`config.mk`:
```
export PLATFORM = sky130hd
export DESIGN_NAME = spi_burst_ram
export DESIGN_NICKNAME = d
export VERILOG_FILES = /design/src/rtl/spi_ram_pkg.sv /design/src/rtl/spi_ram_ptr.sv /design/src/rtl/spi_burst_ram.sv
export SDC_FILE = /design/constraint.sdc
export NUM_CORES = 2
export LEC_CHECK = 0
export ABC_CLOCK_PERIOD_IN_PS = 8200
export BUFFER_PORTS_ARGS = -buffer_cell sky130_fd_sc_hd__buf_2
export CAP_MARGIN = 15
export CORE_MARGIN = 2
export CORE_UTILIZATION = 39
export CTS_CLUSTER_DIAMETER = 150
export DETAILED_ROUTE_END_ITERATION = 7
export PLACE_DENSITY = 0.5
export RECOVER_POWER = 100
export SYNTH_ARGS = -nofsm -noshare
export SYNTH_HDL_FRONTEND = slang
export SYNTH_SLANG_ARGS = --single-unit
```
`constraint.sdc`:
```
create_clock -name clk -period 8.2 [get_ports clk]
set_clock_uncertainty 0.15 [all_clocks]
set_input_delay 1.64 -clock clk [delete_from_list [all_inputs] [get_ports clk]]
set_output_delay 1.64 -clock clk [all_outputs]
set_load 0.005 [all_outputs]
```
`src/rtl/spi_ram_pkg.sv`:
```
// Shared definitions for the SPI burst RAM: command opcodes and payload-width helper.
package spi_ram_pkg;

    localparam logic [1:0] OP_SET_WR = 2'b00;
    localparam logic [1:0] OP_WRITE  = 2'b01;
    localparam logic [1:0] OP_SET_RD = 2'b10;
    localparam logic [1:0] OP_READ   = 2'b11;

    // Payload field must carry either a full address or a full data word.
    function automatic int pl_width(input int addr_w, input int data_w);
        if (addr_w > data_w) begin
            return addr_w;
        end else begin
            return data_w;
        end
    endfunction

endpackage

```
`src/rtl/spi_ram_ptr.sv`:
```
// Range-checked address pointer that wraps at MEM_DEPTH; err_o pulses when a load is rejected.
module spi_ram_ptr #(
    parameter int ADDR_W    = 8,
    parameter int MEM_DEPTH = 256,
    parameter int AUTO_INC  = 1
) (
    input  logic              clk,
    input  logic              rst_n,
    input  logic              load_i,
    input  logic              inc_i,
    input  logic [ADDR_W-1:0] val_i,
    output logic [ADDR_W-1:0] ptr_o,
    output logic              err_o
);

    // One extra bit so a depth of exactly 2**ADDR_W is representable.
    localparam logic [ADDR_W:0]   DEPTH_L = (ADDR_W + 1)'(MEM_DEPTH);
    localparam logic [ADDR_W-1:0] LAST_L  = ADDR_W'(MEM_DEPTH - 1);

    logic [ADDR_W-1:0] ptr_q;
    logic [ADDR_W-1:0] ptr_d;
    logic              err_q;
    logic              err_d;

    // Next pointer: load with range check, otherwise optional wrapping increment.
    always_comb begin
        ptr_d = ptr_q;
        err_d = 1'b0;
        if (load_i) begin
            if ({1'b0, val_i} < DEPTH_L) begin
                ptr_d = val_i;
            end else begin
                err_d = 1'b1;
            end
        end else if (inc_i && (AUTO_INC != 0)) begin
            if (ptr_q == LAST_L) begin
                ptr_d = '0;
            end else begin
                ptr_d = ptr_q + ADDR_W'(1);
            end
        end else begin
            ptr_d = ptr_q;
        end
    end

    // Pointer and error-pulse registers with synchronous reset.
    always_ff @(posedge clk) begin
        if (!rst_n) begin
            ptr_q <= '0;
            err_q <= 1'b0;
        end else begin
            ptr_q <= ptr_d;
            err_q <= err_d;
        end
    end

    assign ptr_o = ptr_q;
    assign err_o = err_q;

endmodule

```
`src/rtl/spi_burst_ram.sv`:
```
// Command-decoded single-port RAM behind the SPI slave with auto-incrementing burst pointers.
// Optional per-word even parity and parity_err output: define SPI_BURST_RAM_PARITY_EN.
module spi_burst_ram
    import spi_ram_pkg::*;
#(
    parameter int ADDR_W    = 8,
    parameter int DATA_W    = 8,
    parameter int MEM_DEPTH = 256,
    parameter int AUTO_INC  = 1,
    localparam int PL_W     = pl_width(ADDR_W, DATA_W)
) (
    input  logic              clk,
    input  logic              rst_n,
    input  logic [PL_W+1:0]   din,
    input  logic              rx_valid,
    output logic [DATA_W-1:0] dout,
    output logic              tx_valid,
    output logic              addr_err,
    output logic [ADDR_W-1:0] wr_ptr,
    output logic [ADDR_W-1:0] rd_ptr
`ifdef SPI_BURST_RAM_PARITY_EN
    ,
    output logic              parity_err
`endif
);

`ifdef SPI_BURST_RAM_PARITY_EN
    localparam int MEM_W = DATA_W + 1;

    function automatic logic even_par(input logic [DATA_W-1:0] d);
        return ^d;
    endfunction
`else
    localparam int MEM_W = DATA_W;
`endif

    logic [1:0]        op_s;
    logic              set_wr_s;
    logic              write_s;
    logic              set_rd_s;
    logic              read_s;
    logic [ADDR_W-1:0] wr_ptr_s;
    logic [ADDR_W-1:0] rd_ptr_s;
    logic              wr_err_s;
    logic              rd_err_s;
    logic [MEM_W-1:0]  wr_word_s;
    logic [MEM_W-1:0]  rd_word_s;
    logic [MEM_W-1:0]  mem_q [MEM_DEPTH];
    logic [DATA_W-1:0] dout_q;
    logic [DATA_W-1:0] dout_d;
    logic              tx_q;
    logic              tx_d;
    logic              perr_q;
    logic              perr_d;

    assign op_s     = din[PL_W+1:PL_W];
    assign set_wr_s = rx_valid && (op_s == OP_SET_WR);
    assign write_s  = rx_valid && (op_s == OP_WRITE);
    assign set_rd_s = rx_valid && (op_s == OP_SET_RD);
    assign read_s   = rx_valid && (op_s == OP_READ);

    spi_ram_ptr #(.ADDR_W(ADDR_W), .MEM_DEPTH(MEM_DEPTH), .AUTO_INC(AUTO_INC)) u_wr_ptr (
        .clk    (clk),
        .rst_n  (rst_n),
        .load_i (set_wr_s),
        .inc_i  (write_s),
        .val_i  (din[ADDR_W-1:0]),
        .ptr_o  (wr_ptr_s),
        .err_o  (wr_err_s)
    );

    spi_ram_ptr #(.ADDR_W(ADDR_W), .MEM_DEPTH(MEM_DEPTH), .AUTO_INC(AUTO_INC)) u_rd_ptr (
        .clk    (clk),
        .rst_n  (rst_n),
        .load_i (set_rd_s),
        .inc_i  (read_s),
        .val_i  (din[ADDR_W-1:0]),
        .ptr_o  (rd_ptr_s),
        .err_o  (rd_err_s)
    );

`ifdef SPI_BURST_RAM_PARITY_EN
    assign wr_word_s = {even_par(din[DATA_W-1:0]), din[DATA_W-1:0]};
`else
    assign wr_word_s = din[DATA_W-1:0];
`endif
    assign rd_word_s = mem_q[rd_ptr_s];

    // Storage write; gated by rst_n so a reset cycle never commits a partial write.
    always_ff @(posedge clk) begin
        if (rst_n && write_s) begin
            mem_q[wr_ptr_s] <= wr_word_s;
        end
    end

    // Read-data path: new dout and tx pulse on the edge that samples READ.
    always_comb begin
        dout_d = dout_q;
        tx_d   = 1'b0;
        perr_d = 1'b0;
        if (read_s) begin
            dout_d = rd_word_s[DATA_W-1:0];
            tx_d   = 1'b1;
`ifdef SPI_BURST_RAM_PARITY_EN
            perr_d = rd_word_s[DATA_W] ^ even_par(rd_word_s[DATA_W-1:0]);
`endif
        end else begin
            dout_d = dout_q;
            tx_d   = 1'b0;
            perr_d = 1'b0;
        end
    end

    // Read-data output registers.
    always_ff @(posedge clk) begin
        if (!rst_n) begin
            dout_q <= '0;
            tx_q   <= 1'b0;
            perr_q <= 1'b0;
        end else begin
            dout_q <= dout_d;
            tx_q   <= tx_d;
            perr_q <= perr_d;
        end
    end

    assign dout     = dout_q;
    assign tx_valid = tx_q;
    assign addr_err = wr_err_s | rd_err_s;
    assign wr_ptr   = wr_ptr_s;
    assign rd_ptr   = rd_ptr_s;
`ifdef SPI_BURST_RAM_PARITY_EN
    assign parity_err = perr_q;
`else
    logic unused_perr_s;
    assign unused_perr_s = perr_q;
`endif

endmodule

```
Yosys cells after proc, flatten, opt, wreduce, memory -nomap -nowiden. Memories as Yosys holds them, arrays and structs flattened. A register that Yosys moved wholly into a read port is not among the register bits. Cells that the tools add are included.

Add/sub/neg operators: 2. Equal/unequal tests: 5. Multiplexer cells: 9. Reductions and logical operators: 9.

Operator list (count): $mux W8 (6); $add A8 B1 Y8 const B (2); $eq A8 B8 Y1 const B (2); $logic_and A1 B1 Y1 (5); $eq A2 B2 Y1 const B (2); $reduce_bool A2 Y1 (2); $mux W1 (3); $eq A2 B1 Y1 const B (1); $logic_not A2 Y1 (1); $logic_not A1 Y1 (1).

Flip-flop bits (word level): 17. Bits in writable memories: 2048. Input port bits: 13. Output and inout bits: 26. Logic and storage cells: 29. Memories kept: 1.

Memories: mem_q (depth 256, bits a word 8, read ports 1, clocked after memory_dff 1, write ports 1, RTL line spi_burst_ram.sv:48) `logic [MEM_W-1:0] mem_q [MEM_DEPTH];`.

Longest topological paths before layout.
Word-level depth: 5. Depth in mapped cells: 13.

Modules after synthesis. From an unflattened synthesis, not the netlist that was laid out.

Cell total of the unflattened synthesis: 4138. Area, all modules: 81374.3 um^2.

By module, submodules not included: spi_burst_ram (instances 1, cells an instance 4018, area an instance 80408.4 um^2, seq. area each 61679.2 um^2); spi_ram_ptr (instances 2, cells an instance 60, area an instance 483.0 um^2, seq. area each 160.2 um^2).

Worst setup path after synthesis. Ideal clock, no wire load.

Kind: input to register. Start point: input port rx_valid. End point: memory mem_q[219][0] (netlist name) (enable). Setup time: 0.370 ns. Arrival time: 3.246 ns. Required time: 7.680 ns. Setup slack: 4.434 ns. Stages on the path: 6. Buffers on the path: 1. Cell sequence: nor2b_1 -> nand3_1 -> nor3b_1 -> nand2_1 -> clkbuf_1 -> nor2_1.

Cells in the longest elaborated chain, start to end: 4.

Ends and longest elaborated chain: from (decl) (RTL line spi_burst_ram.sv:15) `input logic rx_valid,`; $logic_and A1 B1 Y1 (RTL line spi_burst_ram.sv:58) `assign write_s = rx_valid && (op_s == OP_WRITE);`; $logic_and A1 B1 Y1 (RTL line spi_burst_ram.sv:91) `if (rst_n && write_s) begin`; $mux W1 (RTL line spi_burst_ram.sv:91); $mux W1 (implied by the code) (RTL line spi_burst_ram.sv:92) `mem_q[wr_ptr_s] <= wr_word_s;`; to (decl) (RTL line spi_burst_ram.sv:48).

No other way between the ends.

==> results.toml <==
[outcome]
outcome = "finished with violations"
violations = "capacitance limit, slew limit"

[worst_setup_path]
r2r_cells = 8
start_kind = "register"
crit_chain = "clkinv_2 > nor2_1 > buf_4 > a221oi_1 > o21ai_0 > o211ai_1 > nor3_1 > a211o_1"
cpPeakStageDelay_ns = 1.64
slowest_stage = "dfxtp_1"
reg2reg_from = "u_rd_ptr.ptr_o[2]"
crit_type = "reg -> reg"
r2r-end = "dout[7]"
cp-end-kind = "register"
r2r_slack_ns = 1.47
crit_required_ns = 8.85
crit_arrival_ns = 7.38
critPathMaxFanout = 42

[clock_tree]
cts_made_buffers = 210
tritoncts = "yes"
cts.path.max_buffers = 3
clkTransAtPathRegs_ns = 0.06
cts_setup_buffers = 0
hold_buffers = 0
htree_levels = 4
clock_sinks = 2073
cts-root-buf = "clkbuf_16"
worstSkewPairLatency_ns = 0.86
cts_resized = 0

[die]
io_pins = 39
dieArea_um2 = 211000
die_y_um = 459
core.rowCount = 167
core-area_um2 = 206000
start_util_pct = 39.1
dieWidth_um = 459

[synthesis]
avgSynthCellArea_um2 = 20.2
synth-edff-count = 2048
synthAdderAreaFrac_pct = 0.0775
synth_common_cells = "2,048 x edfxtp_1, 425 x mux4_2, 314 x nor2_1"
synth_flop_cell = "edfxtp_1"
syn_area_um2 = 80700
synthMuxAreaShare_pct = 15.0
synth_cells = 3991
syn-num-nets = 4009
ys_seq_area_share_pct = 76.8
synth_compound_area_share_pct = 3.56
ys_seq_elements = 2073
synthSimpleGateAreaFrac_pct = 2.89
yosysMostFrequentCell = "edfxtp_1"
synth_top_family_by_area = "multiplexers"
netlist_top_cells_area = "edfxtp_1 76%, mux4_2 12%, mux2i_1 3.1%"
async_flop_share_pct = 0
synthDistinctLibCells = 53
synth_xor_xnor_area_share_pct = 0.0217
yosysTopAreaCell = "edfxtp_1"
ys_warn_count = 0
yosysTopAreaCellShare_pct = 76.2

[global_routing]
grt_overflow_total = 0
antenna_found_initial = 9
grt_pass1_wl_um = 332000
grt_max_degree = 129
grt_pass1_vias = 40500
track_usage_pct = 22.5

[sta]
setup_tns_ns = 0
setup_viol = 0
fmax_mhz = 149
rsz0062_at_grt = "false"
worst_slew_pin_slew_ns = 5.70
final.period_utilization_pct = 82.1
hold_slack_ns = 0.370
drv_slew = 1176
hold_violations = 0
period_needed_ns = 6.73
max_slew_margin_pct = -280

[cells_and_area]
nFillCells = 17600
drive_gt1_share_pct = 19.0
nets = 4103
syn_to_final_growth_pct = 12.1
fin_cells = 6970

[drt]
routedWlPerCell_um = 34.1
drt_iter0_markers = 5363
drc = 0
routed_wl_um = 238000
ant_nets = 0
via_per_inst = 5.84
drt_pass1_iterations = 6
via_count = 40700

[placement]
dp_hpwl_um = 143000
gp_congestion = 0.917
post-place-cells = 6576
port_buffers = 37

[power_and_ir_drop]
power.leakage_nw = 27.0
vdd_ir_drop_max_mv = 0.196
powerDensity_nw_per_um2 = 246

[worst_hold_path]
hold_path.startpoint = "dout[1]"
whs_path_depth = 1
hp-class = "reg -> reg"
min_to = "dout[1]"

[run]
maxCapViolCount = 31
[kinds of logic (layout without fill, tap and decap cells)]
logic type                 after synthesis  after routing
AOI/OAI and AO/OA                      427            427
xor gates and xnor gates                 2              2
adders and majority gates                5              5
buffers and inverters                  250            523
DFF                                   2073           2073
muxes                                  680            680
other                                    1              3
and+or+nand+nor                        553            553
[power breakdown]
| part | leakage [nW] | switching [W] | internal (W) |
|---|---|---|---|
| Clock | 3.27 | 0.00413 | 0.00533 |
| Combinational | 5.16 | 0.000719 | 0.000368 |
| Sequential | 18.6 | 0.0000348 | 0.0117 |
| Total | 27.0 | 0.00489 | 0.0174 |
[how the worst max path moves through the flow]
stage                          to         startpoint  slack [ns]  depth (start not counted)
floorplan           mem_q[219][0]           rx_valid        4.43                          6
global placement     mem_q[73][6]           rx_valid        2.82                          7
detailed placement  mem_q[233][3]           rx_valid        2.90                          7
CTS                     rd_ptr[0]  u_rd_ptr.ptr_o[0]        2.90                          3
global route          mem_q[3][5]             din[5]        1.41                          2
finish                    dout[7]  u_rd_ptr.ptr_o[2]        1.47                          8
[cells in the final DEF, fill, tap and decap left out, types with 9 or more instances in the layout]
master,instances
a21oi_1,86
a221oi_1,21
a22oi_1,24
buf_12,12
buf_2,12
buf_4,42
bufinv_16,18
clkbuf_1,89
clkbuf_16,213
clkinv_1,59
clkinv_2,38
clkinvlp_4,12
dfxtp_1,22
edfxtp_1,2048
mux2i_1,253
mux4_2,425
nand2_1,94
nand2b_1,9
nand3_1,35
nand4_1,15
nor2_1,311
nor2b_1,13
nor3_1,45
o211ai_1,15
o21ai_0,91
o221ai_1,87
o22ai_1,51
[layout make-up]
type	count	area [µm²]	share of cell area, %
flip-flops and latches	2073	62000	68.5
well taps	2704	3380	3.74
clock buffers	250	5470	6.04
diodes	2	5.00	0.00553
repair buffers	123	848	0.937
multi-input cells	1668	17500	19.3
inverters	9	40.0	0.0442
clock inverters	141	1300	1.44
[stage by stage]
step	util, %	total power, W	worst slack, ns	instance area, µm²
after global placement	40.7	0.0130	2.82	84000
after CTS	44.0	0.0224	2.90	90800
after global routing	43.8	0.0229	1.41	90500
after floorplan	-	0.0125	4.43	80700
after detailed placement	40.7	0.0130	2.90	84000
final	43.8	0.0223	1.47	90500
[routing by layer]
layer  part of all wire (%)  wire length [µm]  track usage [%]
met3                    6.4             15300             3.37
met4                    3.4              8010             7.20
met5                  0.014                34                0
met2                     47            112000             35.1
met1                     43            103000             32.6
[registers in the layout (all words and copies together) (netlist names)]
register        count
mem_q            2048
u_wr_ptr.ptr_o      8
u_rd_ptr.ptr_o      8
dout                8
tx_valid            1
[critical path, delay by kind of cell, from the launching register on]
kind	cells	cell delay, ns
AO/OA/AOI/OAI	4	0.81
buffers and inverters	2	1.86
flip-flops	1	1.64
AND/OR/NAND/NOR	2	2.13
(Power assumes the default switching activity.)
